## src/rtl/if_stage.sv

```systemverilog
// rtl/if_stage.sv - MIPS fetch stage: PC, imem read, IF/ID register, redirect/halt/stall handling.
// Optional perf counters under IF_STAGE_PERF_EN.
module if_stage #(
  parameter logic [31:0] PCINIT = 32'h0000_0000
) (
  input  logic        CLK,
  input  logic        nRST,
  input  logic        ihit,
  input  logic [31:0] iload,
  output logic        iREN,
  output logic [31:0] iaddr,
  input  logic        ifW,
  input  logic [1:0]  pcSel,
  input  logic [31:0] brTarget,
  input  logic [31:0] jTarget,
  input  logic        haltIn,
  output logic [31:0] ifinstr,
  output logic [31:0] ifnpc,
  output logic        ifvalid,
  output logic [31:0] fetchCnt,
  output logic [31:0] stallCnt
);

  typedef enum logic {FETCH = 1'b0, HALTED = 1'b1} state_t;

  state_t      state_q, state_d;
  logic [31:0] pc_q, pc_d;
  logic [31:0] instr_q, instr_d;
  logic [31:0] npc_q, npc_d;
  logic        valid_q, valid_d;
  logic        fetching, redirect, halt_ev, advance;

  always_comb begin
    fetching = ifW && (state_q == FETCH);
    redirect = fetching && ((pcSel == 2'b01) || (pcSel == 2'b10));
    halt_ev  = fetching && !redirect && haltIn;
    advance  = fetching && !redirect && !haltIn && ihit;

    state_d = state_q;
    pc_d    = pc_q;
    instr_d = instr_q;
    npc_d   = npc_q;
    valid_d = valid_q;

    // Any advancing cycle that does not deliver a word leaves a bubble behind.
    if (ifW) begin
      instr_d = '0;
      npc_d   = '0;
      valid_d = 1'b0;
      if (redirect) begin
        pc_d = (pcSel == 2'b01) ? brTarget : jTarget;
      end else if (halt_ev) begin
        state_d = HALTED;
      end else if (advance) begin
        instr_d = iload;
        npc_d   = pc_q + 32'd4;
        valid_d = 1'b1;
        pc_d    = pc_q + 32'd4;
      end
    end
  end

  always_ff @(posedge CLK or negedge nRST) begin
    if (!nRST) begin
      state_q <= FETCH;
      pc_q    <= PCINIT;
      instr_q <= '0;
      npc_q   <= '0;
      valid_q <= 1'b0;
    end else begin
      state_q <= state_d;
      pc_q    <= pc_d;
      instr_q <= instr_d;
      npc_q   <= npc_d;
      valid_q <= valid_d;
    end
  end

  assign iREN    = (state_q == FETCH);
  assign iaddr   = pc_q;
  assign ifinstr = instr_q;
  assign ifnpc   = npc_q;
  assign ifvalid = valid_q;

`ifdef IF_STAGE_PERF_EN
  logic [31:0] fetch_cnt_q, stall_cnt_q;
  logic        miss;

  assign miss = fetching && !redirect && !ihit;

  always_ff @(posedge CLK or negedge nRST) begin
    if (!nRST) begin
      fetch_cnt_q <= '0;
      stall_cnt_q <= '0;
    end else begin
      if (advance && (fetch_cnt_q != 32'hFFFF_FFFF)) fetch_cnt_q <= fetch_cnt_q + 32'd1;
      if (miss && (stall_cnt_q != 32'hFFFF_FFFF))    stall_cnt_q <= stall_cnt_q + 32'd1;
    end
  end

  assign fetchCnt = fetch_cnt_q;
  assign stallCnt = stall_cnt_q;
`else
  assign fetchCnt = '0;
  assign stallCnt = '0;
`endif

endmodule

```

## config.mk

```make
export PLATFORM = sky130hd
export DESIGN_NAME = if_stage
export DESIGN_NICKNAME = d
export VERILOG_FILES = /design/src/rtl/if_stage.sv
export SDC_FILE = /design/constraint.sdc
export NUM_CORES = 1
export LEC_CHECK = 0
export ABC_CLOCK_PERIOD_IN_PS = 1900
export BUFFER_PORTS_ARGS = -buffer_cell sky130_fd_sc_hd__buf_2
export CORE_ASPECT_RATIO = 1.2
export CORE_MARGIN = 2
export CORE_UTILIZATION = 43
export CTS_CLUSTER_SIZE = 10
export DETAILED_ROUTE_END_ITERATION = 12
export PLACE_DENSITY = 0.81
export SLEW_MARGIN = 0
export SYNTH_ARGS = -nofsm -noshare
export SYNTH_HDL_FRONTEND = slang
export SYNTH_SLANG_ARGS = --single-unit
export TNS_END_PERCENT = 1
```

## constraint.sdc

```tcl
create_clock -name CLK -period 1.9 [get_ports CLK]
set_input_delay 0.38 -clock CLK [delete_from_list [all_inputs] [get_ports CLK]]
set_output_delay 0.38 -clock CLK [all_outputs]
set_load 0.01 [all_outputs]
```

==> qor.txt, run 1 <==
Sequential area share after synthesis = 44.3%
Worst EP required = 2100 ps
Skew-Pair Late Insertion Delay = 350 ps
HPWL after detailed placement = 11.5 mm
Setup Skew = 8.67 ps
#FFs+latches synth = 98
Dominant synthesized flop cell = dfrtp_1
Syn avg cell area = 8.87 um2
Vias post-DR = 4,960
Pwr Density = 625 nW/um2
Min-delay src = iload[30]
Post-layout minimum cycle time = 1900 ps
Run status = finished with violations
Die area = 13,800 um2
Max Cap Viol = 0
Hold path depth = 3
Final Worst Setup Slack = -2.31 ps
GPL Wtd Cong = 0.896
# setup viols final = 1
Rows = 45
Netlist cell types = 46
Port-buffer cells = 200
Root Buffer = clkbuf_16
Max Slew Vio Count = 0
Layout cells sized above 1 = 34.4%
Unrepaired setup endpoints after global routing = yes
Worst Hold Path EP = ifinstr[30]
Largest net degree at the start of global routing = 66
Yosys warns = 0
Chip height = 128 um
R2r worst-path depth = 6
Postcts setup bufs = 0
Clock transition at path regs = 70 ps
Max Fclk = 0.526 GHz
Post-synthesis cell count = 625
CP Max Fanout = 11
Num CTS Buffers = 9
Peak supply drop = 0.000388 V
Setup CP Type = reg -> reg
Worst reg2reg setup slack = -2 ps
Final Hold Fails = 0
Post-synth EDFFs = 0
CTS tree = done
Hold_ws = 231 ps
First-pass GRT wire length = 22.9 mm
Placed insts = 1,004
CP startpoint kind = flip-flop
Max_slew headroom = 58.2%
Crit end category = flip-flop
Initial DRC Count = 230
Worst R2R End = ifnpc[20]
ANT nets after route = 0
Crit path DAT = 2100 ps
Failing checks = setup timing
Synth Cell Area = 5540 um2
Worst r2r src = iaddr[8]
Antenna Cells = 0
H-tree levels = 3
Final Net Count = 957
Vias in the first global route = 4,589
Max stage delay on crit path = 420 ps
Hold Crit Class = in -> reg
Async set-reset flop share out of synthesis = 100%
Die Wd = 108 um
DRC violations left = 0
Crit path max-delay cell type = or3_1
CTS max path bufs = 2
Period utilization = 100%
Pre-CTS setup slack = -155 ps
GRT Util Overall = 21.3%
CP Cell Sequence = and4_4 -> nand4_2 -> buf_4 -> or3_1 -> xor2_1 -> o22ai_1
# clock sinks = 98
Initial antenna violation count = 0
DRT Wirelength = 15.0 mm
Delay-heaviest family, CP = simple AND/OR/NAND/NOR gates
Drt pass-1 iters = 5
Pleak = 0.00350 uW
Worst-Margin Slew = 627 ps
CP Buf/Inv Count = 1
Initial Util = 43.9%
Core ar. = 12,600 um2
WL/cell = 14.7 um
Total grt overflow = 0
Area Overhead vs Synth = 30.9%
I/O Pins = 265
Vias per cell = 4.86
Post-Layout Cell Count = 1,021
## worst register-to-register path, cell delays in order, from the launching register on
cell     delay, ps
dfrtp_1        380
and4_4         270
nand4_2        140
buf_4          220
or3_1          420
xor2_1         220
o22ai_1        110
## timing repair
action,CTS,global route
setup endpoints to repair,4,16
pin swaps,0,1
resized for setup,1,9
hold buffers,1,0
hold endpoints to repair,27,0
## cell usage in the layout, fill, tap and decap left out, types with 10 or more instances in the layout
| master | instances |
|---|---|
| inv_1 | 70 |
| conb_1 | 64 |
| nand2_1 | 53 |
| o21ai_0 | 39 |
| xnor2_1 | 42 |
| nor2b_1 | 23 |
| a21oi_1 | 28 |
| buf_4 | 51 |
| buf_2 | 199 |
| o22ai_1 | 31 |
| dfrtp_1 | 97 |
| nor2_1 | 10 |
| nor3_1 | 16 |
| nand3_1 | 12 |
| a211oi_1 | 23 |
## flip-flops by register name, summed over array words and instances, names as in the netlist
name	flops
iaddr	32
ifinstr	32
ifnpc	32
ifvalid	1
state_q	1
## worst max-delay path by stage
stage / startpoint / endpoint / slack (ps) / cells after the start
CTS: iaddr[8] / ifnpc[20] / -8 / 6
global route: iaddr[8] / ifnpc[20] / -60 / 6
global placement: pcSel[1] / iaddr[28] / -140 / 8
floorplan: pcSel[1] / ifnpc[10] / -70 / 7
detailed placement: pcSel[1] / iaddr[28] / -150 / 8
finish: iaddr[8] / ifnpc[20] / -2 / 6
## through the flow
stage               power, uW  utilization, %  cell area [um2]  setup TNS (ps)
floorplan                2450               -             5840           -2040
global placement         2580            54.5             6870           -1920
detailed placement       2590            54.5             6870           -2600
CTS                      4590            57.2             7210           -15.4
global route             4710            57.5             7250            -102
finish                   4540            57.5             7250           -2.31
## layer usage
metal / global-route usage (%) / part of all wire (%) / up-vias
met4: 7.54 / 2.5 / 0
met5: 0 / 0 / -
met1: 26.0 / 41 / 2277
li1: - / - / 2428
met2: 37.4 / 50 / 227
met3: 4.00 / 6.8 / 28
## cell usage after synthesis, types with 2 or more instances
master	number	area (um2)
and4_1	2	17.5
ha_1	2	25.0
buf_4	66	495
buf_2	3	15.0
o21ai_0	39	195
nand3_1	13	65.1
a21oi_1	28	140
nor4_1	13	81.3
o22ai_1	31	194
xor2_1	9	78.8
dfrtp_1	98	2450
nor2b_1	23	144
buf_1	5	18.8
and2_1	4	25.0
inv_1	70	263
nand4_1	7	43.8
mux2i_1	8	80.1
clkbuf_1	28	105
and3_1	7	43.8
a211oi_1	23	173
nor3_1	16	80.1
nor4b_1	2	17.5
nor2_1	10	37.5
nand2_1	54	203
clkbuf_2	2	10.0
xnor2_1	42	368
## logic make-up (layout without fill, tap and decap cells)
group / after synthesis / count (layout) / synth area share, %
and+or+nand+nor: 161 / 161 / 15.3
buffers and inverters: 174 / 343 / 16.4
adders and majority gates: 2 / 2 / 0.451
AOI/OAI and AO/OA: 129 / 129 / 13.9
DFF: 98 / 98 / 44.3
xor gates and xnor gates: 51 / 51 / 8.06
muxes: 9 / 9 / 1.65
other: 1 / 64 / 0.0677
## where the power goes
group | switching [uW] | internal, uW | leakage, uW
logic | 248 | 177 | 0.00198
clock network | 785 | 1200 | 0.000160
registers | 20.9 | 2110 | 0.00135
## cell type report
cell class	instances	area, um2
tap	164	205
sequential	98	2450
clock inverter	5	86.3
timing repair buffer	257	1500
fill	1153	5360
multi-input combinational	416	2500
clock buffer	11	243
inverter	70	263
Power figures use the tool's default switching activity.
==> run 2: changes to the inputs <==
--- a/config.mk
+++ b/config.mk
@@ -13,6 +13,7 @@
 export CTS_CLUSTER_SIZE = 10
 export DETAILED_ROUTE_END_ITERATION = 12
 export PLACE_DENSITY = 0.81
+export RECOVER_POWER = 100
 export SLEW_MARGIN = 0
 export SYNTH_ARGS = -nofsm -noshare
 export SYNTH_HDL_FRONTEND = slang
==> qor.txt, run 2 (synthesis gave the netlist of run 1 again) <==
DRT Wirelength = 15.1 mm
Setup CP Type = reg -> reg
Met3 wire len = 1.06 mm
H-tree levels = 3
Max Used Layer = met4
Vias post-DR = 4,994
Period utilization = 101%
Multi-input gate area = 2500 um2
Max Cap Viol = 0
Root Buffer = clkbuf_16
Chip height = 128 um
Num CTS Buffers = 9
Crit path max-delay cell type = or3_1
Hold_ws = 230 ps
Vias per cell = 4.89
Max Fclk = 0.519 GHz
# clock sinks = 98
Crit end category = flip-flop
Largest net degree at the start of global routing = 66
Hold Crit Class = in -> reg
M1 WL = 6.17 mm
Most frequent cells in the layout = buf_2, clkbuf_1, dfrtp_1
HPWL after detailed placement = 11.5 mm
GRT Util Overall = 21.3%
Unrepaired setup endpoints after global routing = yes
Worst-Margin Slew = 804 ps
Run status = finished with violations
First-pass GRT wire length = 22.9 mm
CP Cell Sequence = and4_4 -> nand4_2 -> buf_4 -> or3_1 -> xor2_1 -> o22ai_1
ANT nets after route = 0
Max stage delay on crit path = 430 ps
Final Net Count = 957
CTS max path bufs = 2
Peak supply drop = 0.000401 V
Die area = 13,800 um2
Area Overhead vs Synth = 27.0%
Most common cell after layout, fill and taps aside = buf_2
Die Wd = 108 um
Max_slew headroom = 46.4%
Setup Skew = 8.80 ps
Vias in the first global route = 4,589
# setup viols final = 1
Filler Cells Inserted = 1,221
Initial DRC Count = 213
Register Area = 2450 um2
CTS tree = done
CP startpoint kind = flip-flop
Postcts setup bufs = 0
Metal2 WL = 7.47 mm
Initial Util = 43.9%
I/O Pins = 265
Layout cells sized above 1 = 22.4%
Core ar. = 12,600 um2
DRC violations left = 0
Max Slew Vio Count = 0
Failing checks = setup timing
Skew-Pair Late Insertion Delay = 350 ps
Pre-CTS setup slack = -155 ps
Final Hold Fails = 0
Worst EP required = 2100 ps
Delay-heaviest family, CP = simple AND/OR/NAND/NOR gates
GPL Wtd Cong = 0.896
Post-layout minimum cycle time = 1930 ps
Total grt overflow = 0
Initial antenna violation count = 0
Final Worst Setup Slack = -26.3 ps
WL/cell = 14.8 um
Pleak = 0.00305 uW
Crit path DAT = 2130 ps
Antenna Cells = 0
Port-buffer cells = 200
Pwr Density = 642 nW/um2
CP Max Fanout = 11
Drt pass-1 iters = 5
Clock transition at path regs = 70 ps
CP Buf/Inv Count = 1
Rows = 45
==> run 2: cell types whose count changed in the layout (fill, tap and decap cells not counted), sizes merged <==
cell	change
buf	-108
clkbuf	+108
==> run 2: routing by layer <==
| metal | global-route usage (%) | vias up |
|---|---|---|
| met1 | 26.0 | 2299 |
| li1 | - | 2427 |
| met4 | 7.54 | 0 |
| met2 | 37.4 | 237 |
| met3 | 4.00 | 31 |
| met5 | 0 | - |
==> run 2: path summary, 6_finish.rpt <==
check | startpoint | to | slack [ps] | cells past startpoint
hold / removal | iload[30] | ifinstr[30] | 230 | 3
min in group asynchronous | nRST | ifnpc[26] | 680 | 2
max in group asynchronous | nRST | ifnpc[2] | 210 | 3
setup / recovery | iaddr[8] | ifnpc[20] | -30 | 6
hold reg to reg | ifvalid | ifvalid | 520 | 2
setup reg to reg | iaddr[8] | ifnpc[20] | -30 | 6
==> run 2: what timing repair did <==
action	CTS	global route
endpoints found under the hold margin	27	0
hold buffers	1	0
gates resized for setup	1	9
pin swaps	0	1
setup endpoints to repair	4	16
cloned	0	0
==> run 2: final cells by class <==
cell class / instances / area share, %
multi-input cells: 416 / 35.5
flip-flops and latches: 98 / 34.9
repair buffers: 257 / 18.3
inverters: 70 / 3.73
clock buffers: 11 / 3.45
well taps: 164 / 2.92
clock inverters: 5 / 1.23
==> run 2: worst register-to-register path, stage by stage, from the launching register on <==
cell and delay (ps):
dfrtp_1 390, and4_4 270, nand4_2 140, buf_4 220
or3_1 430, xor2_1 220, o22ai_1 110
==> run 2: stage by stage <==
stage	utilization [%]	setup TNS [ps]	cell area [um2]	cells	total power, uW
2_1_floorplan	-	-2040	5840	688	2450
3_3_place_gp	54.5	-1920	6870	1004	2580
3_5_place_dp	54.5	-2600	6870	1004	2590
4_1_cts	57.2	-15.4	7210	1021	4590
5_1_grt	55.8	-641	7040	1021	4690
6_report	55.8	-26.3	7040	1021	4520
==> run 2: where the power goes <==
part	internal [uW]	switching, uW	total, uW	leakage [uW]
logic	160	246	406	0.00154
clock network	1200	785	1980	0.000160
registers	2110	20.8	2130	0.00135
